<file path="config.mk">
export PLATFORM = sky130hd
export DESIGN_NAME = jk_button_encoder
export DESIGN_NICKNAME = d
export VERILOG_FILES = /design/src/rtl/jk_enc_pkg.sv /design/src/rtl/jk_debounce.sv /design/src/rtl/jk_button_encoder.sv
export SDC_FILE = /design/constraint.sdc
export NUM_CORES = 1
export LEC_CHECK = 0
export BUFFER_PORTS_ARGS = -buffer_cell sky130_fd_sc_hd__buf_2
export CAP_MARGIN = 20
export CORE_UTILIZATION = 50
export DETAILED_ROUTE_END_ITERATION = 8
export PLACE_DENSITY = 0.72
export RECOVER_POWER = 100
export SLEW_MARGIN = 20
export SYNTH_ARGS = -nofsm -noshare
export SYNTH_HDL_FRONTEND = slang
export SYNTH_SLANG_ARGS = --single-unit
</file>
<file path="constraint.sdc">
create_clock -name clk -period 1.69 [get_ports clk]
set_input_delay 0.507 -clock clk [delete_from_list [all_inputs] [get_ports clk]]
set_output_delay 0.507 -clock clk [all_outputs]
set_load 0.01 [all_outputs]
</file>
<file path="src/rtl/jk_enc_pkg.sv">
// rtl/jk_enc_pkg.sv - shared types and constants for the JK button encoder
// Contents: FSM state enum, {J,K} command type, command constants, and a
// helper that tests whether every button named by a command is still held.
package jk_enc_pkg;

  typedef enum logic [1:0] {
    IDLE = 2'd0,
    PAIR = 2'd1,
    EMIT = 2'd2,
    HOLD = 2'd3
  } jk_state_e;

  // Bit 1 drives J, bit 0 drives K.
  typedef logic [1:0] jk_cmd_t;

  localparam jk_cmd_t CMD_NONE = 2'b00;
  localparam jk_cmd_t CMD_CLR  = 2'b01;
  localparam jk_cmd_t CMD_SET  = 2'b10;
  localparam jk_cmd_t CMD_TGL  = 2'b11;

  // True when every button that contributed to cmd is still debounced-high.
  function automatic logic cmd_held(jk_cmd_t cmd, logic set_lvl, logic clr_lvl);
    return (cmd & {set_lvl, clr_lvl}) == cmd;
  endfunction

endpackage

</file>
<file path="src/rtl/jk_debounce.sv">
// rtl/jk_debounce.sv - two-flop synchronizer plus counter debounce for one button
// Ports:
//   clk      in  : system clock
//   rst_n    in  : asynchronous active-low reset
//   btn_i    in  : raw button level, asynchronous to clk
//   level_o  out : debounced level
//   rise_o   out : one-cycle flag on an accepted 0->1 change of level_o
module jk_debounce #(
  parameter int unsigned DEBOUNCE_CYCLES = 16
) (
  input  logic clk,
  input  logic rst_n,
  input  logic btn_i,
  output logic level_o,
  output logic rise_o
);

  localparam int unsigned CW = (DEBOUNCE_CYCLES > 1) ? $clog2(DEBOUNCE_CYCLES) : 1;
  localparam logic [CW-1:0] CNT_LAST = CW'(DEBOUNCE_CYCLES - 1);

  logic          sync1_q, sync2_q;
  logic [1:0]    fill_q;
  logic [CW-1:0] cnt_q, cnt_d;
  logic          level_q, level_d;
  logic          rise_q, rise_d;
  logic [CW-1:0] arm_cnt_q, arm_cnt_d;
  logic          arm_q, arm_d;

  // Debounce: count consecutive samples that disagree with the accepted
  // level; accept the new level on the DEBOUNCE_CYCLES-th disagreement.
  always_comb begin
    cnt_d   = cnt_q;
    level_d = level_q;
    rise_d  = 1'b0;
    if (sync2_q == level_q) begin
      cnt_d = '0;
    end else if (cnt_q == CNT_LAST) begin
      level_d = sync2_q;
      cnt_d   = '0;
      rise_d  = sync2_q & arm_q;
    end else begin
      cnt_d = cnt_q + 1'b1;
    end
  end

  // A button still held through a reset must not count as a fresh press,
  // so rise flags are only armed once the synchronized input has been seen
  // low for DEBOUNCE_CYCLES real samples. fill_q marks when sync2_q holds a
  // real sample rather than its reset value.
  always_comb begin
    arm_cnt_d = arm_cnt_q;
    arm_d     = arm_q;
    if (fill_q[1] && !arm_q) begin
      if (sync2_q) begin
        arm_cnt_d = '0;
      end else if (arm_cnt_q == CNT_LAST) begin
        arm_d = 1'b1;
      end else begin
        arm_cnt_d = arm_cnt_q + 1'b1;
      end
    end
  end

  always_ff @(posedge clk or negedge rst_n) begin
    if (!rst_n) begin
      sync1_q   <= 1'b0;
      sync2_q   <= 1'b0;
      fill_q    <= 2'b00;
      cnt_q     <= '0;
      level_q   <= 1'b0;
      rise_q    <= 1'b0;
      arm_cnt_q <= '0;
      arm_q     <= 1'b0;
    end else begin
      sync1_q   <= btn_i;
      sync2_q   <= sync1_q;
      fill_q    <= {fill_q[0], 1'b1};
      cnt_q     <= cnt_d;
      level_q   <= level_d;
      rise_q    <= rise_d;
      arm_cnt_q <= arm_cnt_d;
      arm_q     <= arm_d;
    end
  end

  assign level_o = level_q;
  assign rise_o  = rise_q;

endmodule

</file>
<file path="src/rtl/jk_button_encoder.sv">
// rtl/jk_button_encoder.sv - turns bouncing set/clear buttons into J/K command pulses
// Optional feature macro: JK_ENC_REPEAT_EN (auto-repeat while buttons held).
// Ports:
//   clk      in  : system clock, shared with the downstream JK trigger
//   rst_n    in  : asynchronous active-low reset
//   btn_set  in  : raw set button, active-high, asynchronous
//   btn_clr  in  : raw clear button, active-high, asynchronous
//   J        out : registered J command pulse
//   K        out : registered K command pulse
//   busy     out : registered, high whenever the FSM is not in IDLE
module jk_button_encoder
  import jk_enc_pkg::*;
#(
  parameter int unsigned DEBOUNCE_CYCLES = 16,
  parameter int unsigned PAIR_WINDOW     = 8,
  parameter int unsigned REPEAT_CYCLES   = 1000
) (
  input  logic clk,
  input  logic rst_n,
  input  logic btn_set,
  input  logic btn_clr,
  output logic J,
  output logic K,
  output logic busy
);

  if (DEBOUNCE_CYCLES < 2 || PAIR_WINDOW < 1 || REPEAT_CYCLES < 1) begin : g_param_check
    $error("jk_button_encoder: parameter out of range");
  end

  localparam int unsigned WW = (PAIR_WINDOW > 1) ? $clog2(PAIR_WINDOW) : 1;
  localparam logic [WW-1:0] WIN_LAST = WW'(PAIR_WINDOW - 1);

  logic set_lvl, set_rise;
  logic clr_lvl, clr_rise;

  jk_debounce #(.DEBOUNCE_CYCLES(DEBOUNCE_CYCLES)) u_deb_set (
    .clk    (clk),
    .rst_n  (rst_n),
    .btn_i  (btn_set),
    .level_o(set_lvl),
    .rise_o (set_rise)
  );

  jk_debounce #(.DEBOUNCE_CYCLES(DEBOUNCE_CYCLES)) u_deb_clr (
    .clk    (clk),
    .rst_n  (rst_n),
    .btn_i  (btn_clr),
    .level_o(clr_lvl),
    .rise_o (clr_rise)
  );

  jk_state_e     state_q, state_d;
  jk_cmd_t       cmd_q, cmd_d;
  logic [WW-1:0] win_q, win_d;
  logic          j_q, j_d;
  logic          k_q, k_d;
  logic          busy_q, busy_d;
  logic          other_rise;

`ifdef JK_ENC_REPEAT_EN
  localparam int unsigned RW = (REPEAT_CYCLES > 1) ? $clog2(REPEAT_CYCLES) : 1;
  localparam logic [RW-1:0] REP_LAST = RW'(REPEAT_CYCLES - 1);

  logic [RW-1:0] rep_cnt_q, rep_cnt_d;
  // Once any command button is released, repeats stay off until IDLE.
  logic          rep_stop_q, rep_stop_d;
`endif

  // The "other" button is whichever one was not recorded on entry to PAIR.
  assign other_rise = (cmd_q == CMD_SET) ? clr_rise : set_rise;

  // Next-state logic.
  always_comb begin
    state_d = state_q;
    cmd_d   = cmd_q;
    win_d   = win_q;
`ifdef JK_ENC_REPEAT_EN
    rep_cnt_d  = rep_cnt_q;
    rep_stop_d = rep_stop_q;
`endif
    unique case (state_q)
      IDLE: begin
        if (set_rise && clr_rise) begin
          state_d = EMIT;
          cmd_d   = CMD_TGL;
        end else if (set_rise) begin
          state_d = PAIR;
          cmd_d   = CMD_SET;
          win_d   = '0;
        end else if (clr_rise) begin
          state_d = PAIR;
          cmd_d   = CMD_CLR;
          win_d   = '0;
        end
      end
      PAIR: begin
        // A second press wins over a window expiring on the same edge.
        if (other_rise) begin
          state_d = EMIT;
          cmd_d   = CMD_TGL;
        end else if (win_q == WIN_LAST) begin
          state_d = EMIT;
        end else begin
          win_d = win_q + 1'b1;
        end
      end
      EMIT: begin
        state_d = HOLD;
`ifdef JK_ENC_REPEAT_EN
        rep_cnt_d  = '0;
        rep_stop_d = 1'b0;
`endif
      end
      HOLD: begin
        if (!set_lvl && !clr_lvl) begin
          state_d = IDLE;
`ifdef JK_ENC_REPEAT_EN
        end else if (!rep_stop_q) begin
          if (!cmd_held(cmd_q, set_lvl, clr_lvl)) begin
            rep_stop_d = 1'b1;
          end else if (rep_cnt_q == REP_LAST) begin
            state_d = EMIT;
          end else begin
            rep_cnt_d = rep_cnt_q + 1'b1;
          end
`endif
        end
      end
      default: state_d = IDLE;
    endcase
  end

  // Output logic: outputs are registered from the next state so the pulse
  // appears in the same cycle the FSM occupies EMIT.
  always_comb begin
    j_d    = 1'b0;
    k_d    = 1'b0;
    busy_d = (state_d != IDLE);
    if (state_d == EMIT) begin
      j_d = cmd_d[1];
      k_d = cmd_d[0];
    end
  end

  // State and output registers.
  always_ff @(posedge clk or negedge rst_n) begin
    if (!rst_n) begin
      state_q <= IDLE;
      cmd_q   <= CMD_NONE;
      win_q   <= '0;
      j_q     <= 1'b0;
      k_q     <= 1'b0;
      busy_q  <= 1'b0;
    end else begin
      state_q <= state_d;
      cmd_q   <= cmd_d;
      win_q   <= win_d;
      j_q     <= j_d;
      k_q     <= k_d;
      busy_q  <= busy_d;
    end
  end

`ifdef JK_ENC_REPEAT_EN
  always_ff @(posedge clk or negedge rst_n) begin
    if (!rst_n) begin
      rep_cnt_q  <= '0;
      rep_stop_q <= 1'b0;
    end else begin
      rep_cnt_q  <= rep_cnt_d;
      rep_stop_q <= rep_stop_d;
    end
  end
`endif

  assign J    = j_q;
  assign K    = k_q;
  assign busy = busy_q;

endmodule
</file>
==> impl_metrics.toml <==
[outcome]
outcome = "finished, violations left"
violations = "negative setup slack"

[worst_setup_path]
rr_endpoint = "win_q[1]"
cp-end-kind = "flop"
critical_path_class = "reg -> reg"
reg2reg_from = "win_q[0]"
worstPathMaxFanout = 3
worstPathRequired_ns = 1.92
arrival_ns = 2.14
reg2reg_setup_slack_ns = -0.22
r2r_cells = 6
critPathLaunchType = "flop"
startpoint = "win_q[0]"

[timing]
hold_viol = 0
fin_crit_sh = 1.131
rsz0062_at_grt = "yes"
finalWorstSetupSlack_ns = -0.2213
setup_viol = 3
finClkSkew_ns = 0.007442
worst_slew_pin_slew_ns = 0.9906
max_freq_mhz = 523.2
slew_headroom = 0.3396
fin_crit_ns = 1.911
finalSetupTns_ns = -0.4851
slew_viol_final = 0

[grt]
grt_pass1_wl_um = 4878
grt_overflow = 0
antenna_found_initial = 0
grt_use_total = 0.1866
grt_start_max_net_pins = 21
grt_pass1_vias = 1154

[placed_design]
dp.cells = 196
post-place-ws_ns = -0.1710
placed_cell_area_um2 = 1862
dp_hpwl_um = 1964
io_buffers = 6
gp_congestion = 0.7585

[power]
peakVddDrop_uv = 654.4
power.leakage_nw = 0.8959
power.density_nw_per_um2 = 833.6

[routing]
via_count = 1119
drc = 0
wire_per_inst_um = 13.35
routed_via_density = 5.380
drt_first_pass_iters = 6
totalWireLength_um = 2776
ant_nets = 0
drt_iter0_drc = 88

[cts]
numCtsBuffers = 5
htreeDepth = 2
clk_pin_slew_worst_paths_ns = 0.11
root_buffer = "clkbuf_4"
hold_buffers = 0
cts_buffer_depth = 2
clock_sinks = 38
insertion_delay_ns = 0.34
tritoncts = "yes"

[die]
die_y_um = 60.60
io_pins = 7
core_area_um2 = 3153
num_rows = 20
start_util = 0.5444
fp.dieArea_um2 = 3672
dieWidth_um = 60.60

[synthesis]
ys_seq_area_frac = 0.5539
synth_ff_type = "dfrtp_1"
async_flop_share = 1.000
synth_fp_nets = 154
ys_warn_count = 0
ys_seq_elements = 38
avgSynthCellArea_um2 = 11.92
synth_cells = 144
synthesis.area_um2 = 1717
synth.distinct_cells = 42
synth_edf_count = 0

[cells_and_area]
nNetsFinal = 173
n_antenna_cell = 0
syn_to_final_growth_pct = 12.83
utilization = 0.6143
drive_gt1_frac = 0.1829
fin_area_um2 = 1937
instances_no_fill = 208

[worst_hold_path]
hold_depth = 1
hold_start = "btn_clr"
min_to = "u_deb_clr.sync1_q"
hold_path.class = "in -> reg"

[run]
cap_violations = 0
==> how the worst max path moves through the flow <==
stage / end / slack (ns) / depth (start not counted)
2_1_floorplan: win_q[1] / -0.13 / 5
3_3_place_gp: win_q[1] / -0.12 / 5
3_5_place_dp: win_q[1] / -0.17 / 5
4_1_cts: win_q[2] / -0.19 / 6
5_1_grt: win_q[1] / -0.30 / 6
6_report: win_q[1] / -0.22 / 6
==> timing repair <==
action / 4_1_cts / 5_1_grt
gates resized for setup: 0 / 1
setup endpoints to repair: 3 / 5
cloned: 0 / 0
buffers inserted: 2 / 4
pin swaps: 0 / 0
==> per-stage QoR <==
| step | hold slack, ns | total power, mW |
|---|---|---|
| 6_report | 0.2670 | 1.615 |
| 5_1_grt | 0.2373 | 1.709 |
| 4_1_cts | 0.09484 | 1.644 |
| 3_5_place_dp | 0.3373 | 1.152 |
| 3_3_place_gp | 0.3330 | 1.139 |
| 2_1_floorplan | 0.2114 | 1.099 |
==> area by class of cell <==
cell class | instances | area, um2
inverter | 4 | 15.01
multi-input combinational | 97 | 749.5
timing repair buffer | 17 | 102.6
tap | 44 | 55.05
sequential | 38 | 950.9
clock inverter | 2 | 12.51
fill | 268 | 1216
clock buffer | 6 | 51.30
==> synth_stat cells (all sizes together), types with 2 or more instances <==
master,n,area (um2)
a21o,2,15.01
a21oi,10,50.05
buf,4,20.02
dfrtp,38,950.9
ha,6,75.07
inv,4,15.01
mux2,7,78.82
mux2i,2,20.02
nand2,5,18.77
nand2b,5,36.29
nand3,5,25.02
nand4b,3,26.28
nor2,7,26.28
nor2b,5,31.28
nor3,3,15.01
nor3b,3,22.52
o21ai,5,25.02
o21bai,3,22.52
o31a,2,17.52
o31ai,2,15.01
xnor2,5,43.79
==> state kept, by name (all words and copies together) (netlist names), 2 cells and up <==
register	cells
u_deb_clr.cnt_q	4
u_deb_set.arm_cnt_q	4
win_q	3
state_q	2
u_deb_clr.arm_cnt_q	4
cmd_q	2
u_deb_clr.fill_q	2
u_deb_set.cnt_q	4
==> layout by cell type, fill, tap and decap left out, types with 2 or more instances in the layout <==
cell      count
a21oi_1      10
nor3_1        3
mux2_1        5
nor2b_1       5
nand2b_1      3
nor3b_1       3
a21o_1        2
o21ai_0       5
inv_1         4
xnor2_1       5
clkbuf_4      5
dfrtp_1      38
ha_1          4
buf_2         2
mux2_4        2
o31ai_1       2
nand4b_1      3
clkbuf_2      2
nand2_1       5
nand3_1       5
o31a_1        2
mux2i_1       2
nor2_1        7
clkbuf_1      4
o21bai_1      3
buf_4         9
nand2b_2      2
==> kinds of logic after synthesis <==
logic type	share of synthesized area
simple gates	0.1472
compound gates	0.1472
buf+inv	0.02259
flops	0.5539
mux	0.05758
xor+xnor	0.02551
fa+ha+maj	0.04373
other cells	0.002184
==> where the power goes <==
| part | leakage [nW] | internal, mW | switching (mW) |
|---|---|---|---|
| logic | 0.355 | 0.0556 | 0.0620 |
| registers | 0.507 | 0.959 | 0.0503 |
| clock network | 0.0343 | 0.200 | 0.288 |
| total | 0.896 | 1.21 | 0.400 |
==> per-layer routing <==
metal | part of all wire | vias up | global-route usage
li1 | - | 558 | -
met1 | 0.46 | 543 | 0.2187
met2 | 0.49 | 12 | 0.3140
met3 | 0.024 | 6 | 0.04478
met4 | 0.022 | 0 | 0.1071
met5 | 0 | - | 0
==> critical path, stage by stage, from the launching register on <==
cell      delay [ns]
dfrtp_1         0.40
ha_2            0.20
ha_4            0.15
or3b_4          0.37
a211oi_4        0.22
buf_4           0.16
mux2_4          0.29
Note: power is estimated with default switching activity, not from simulation.
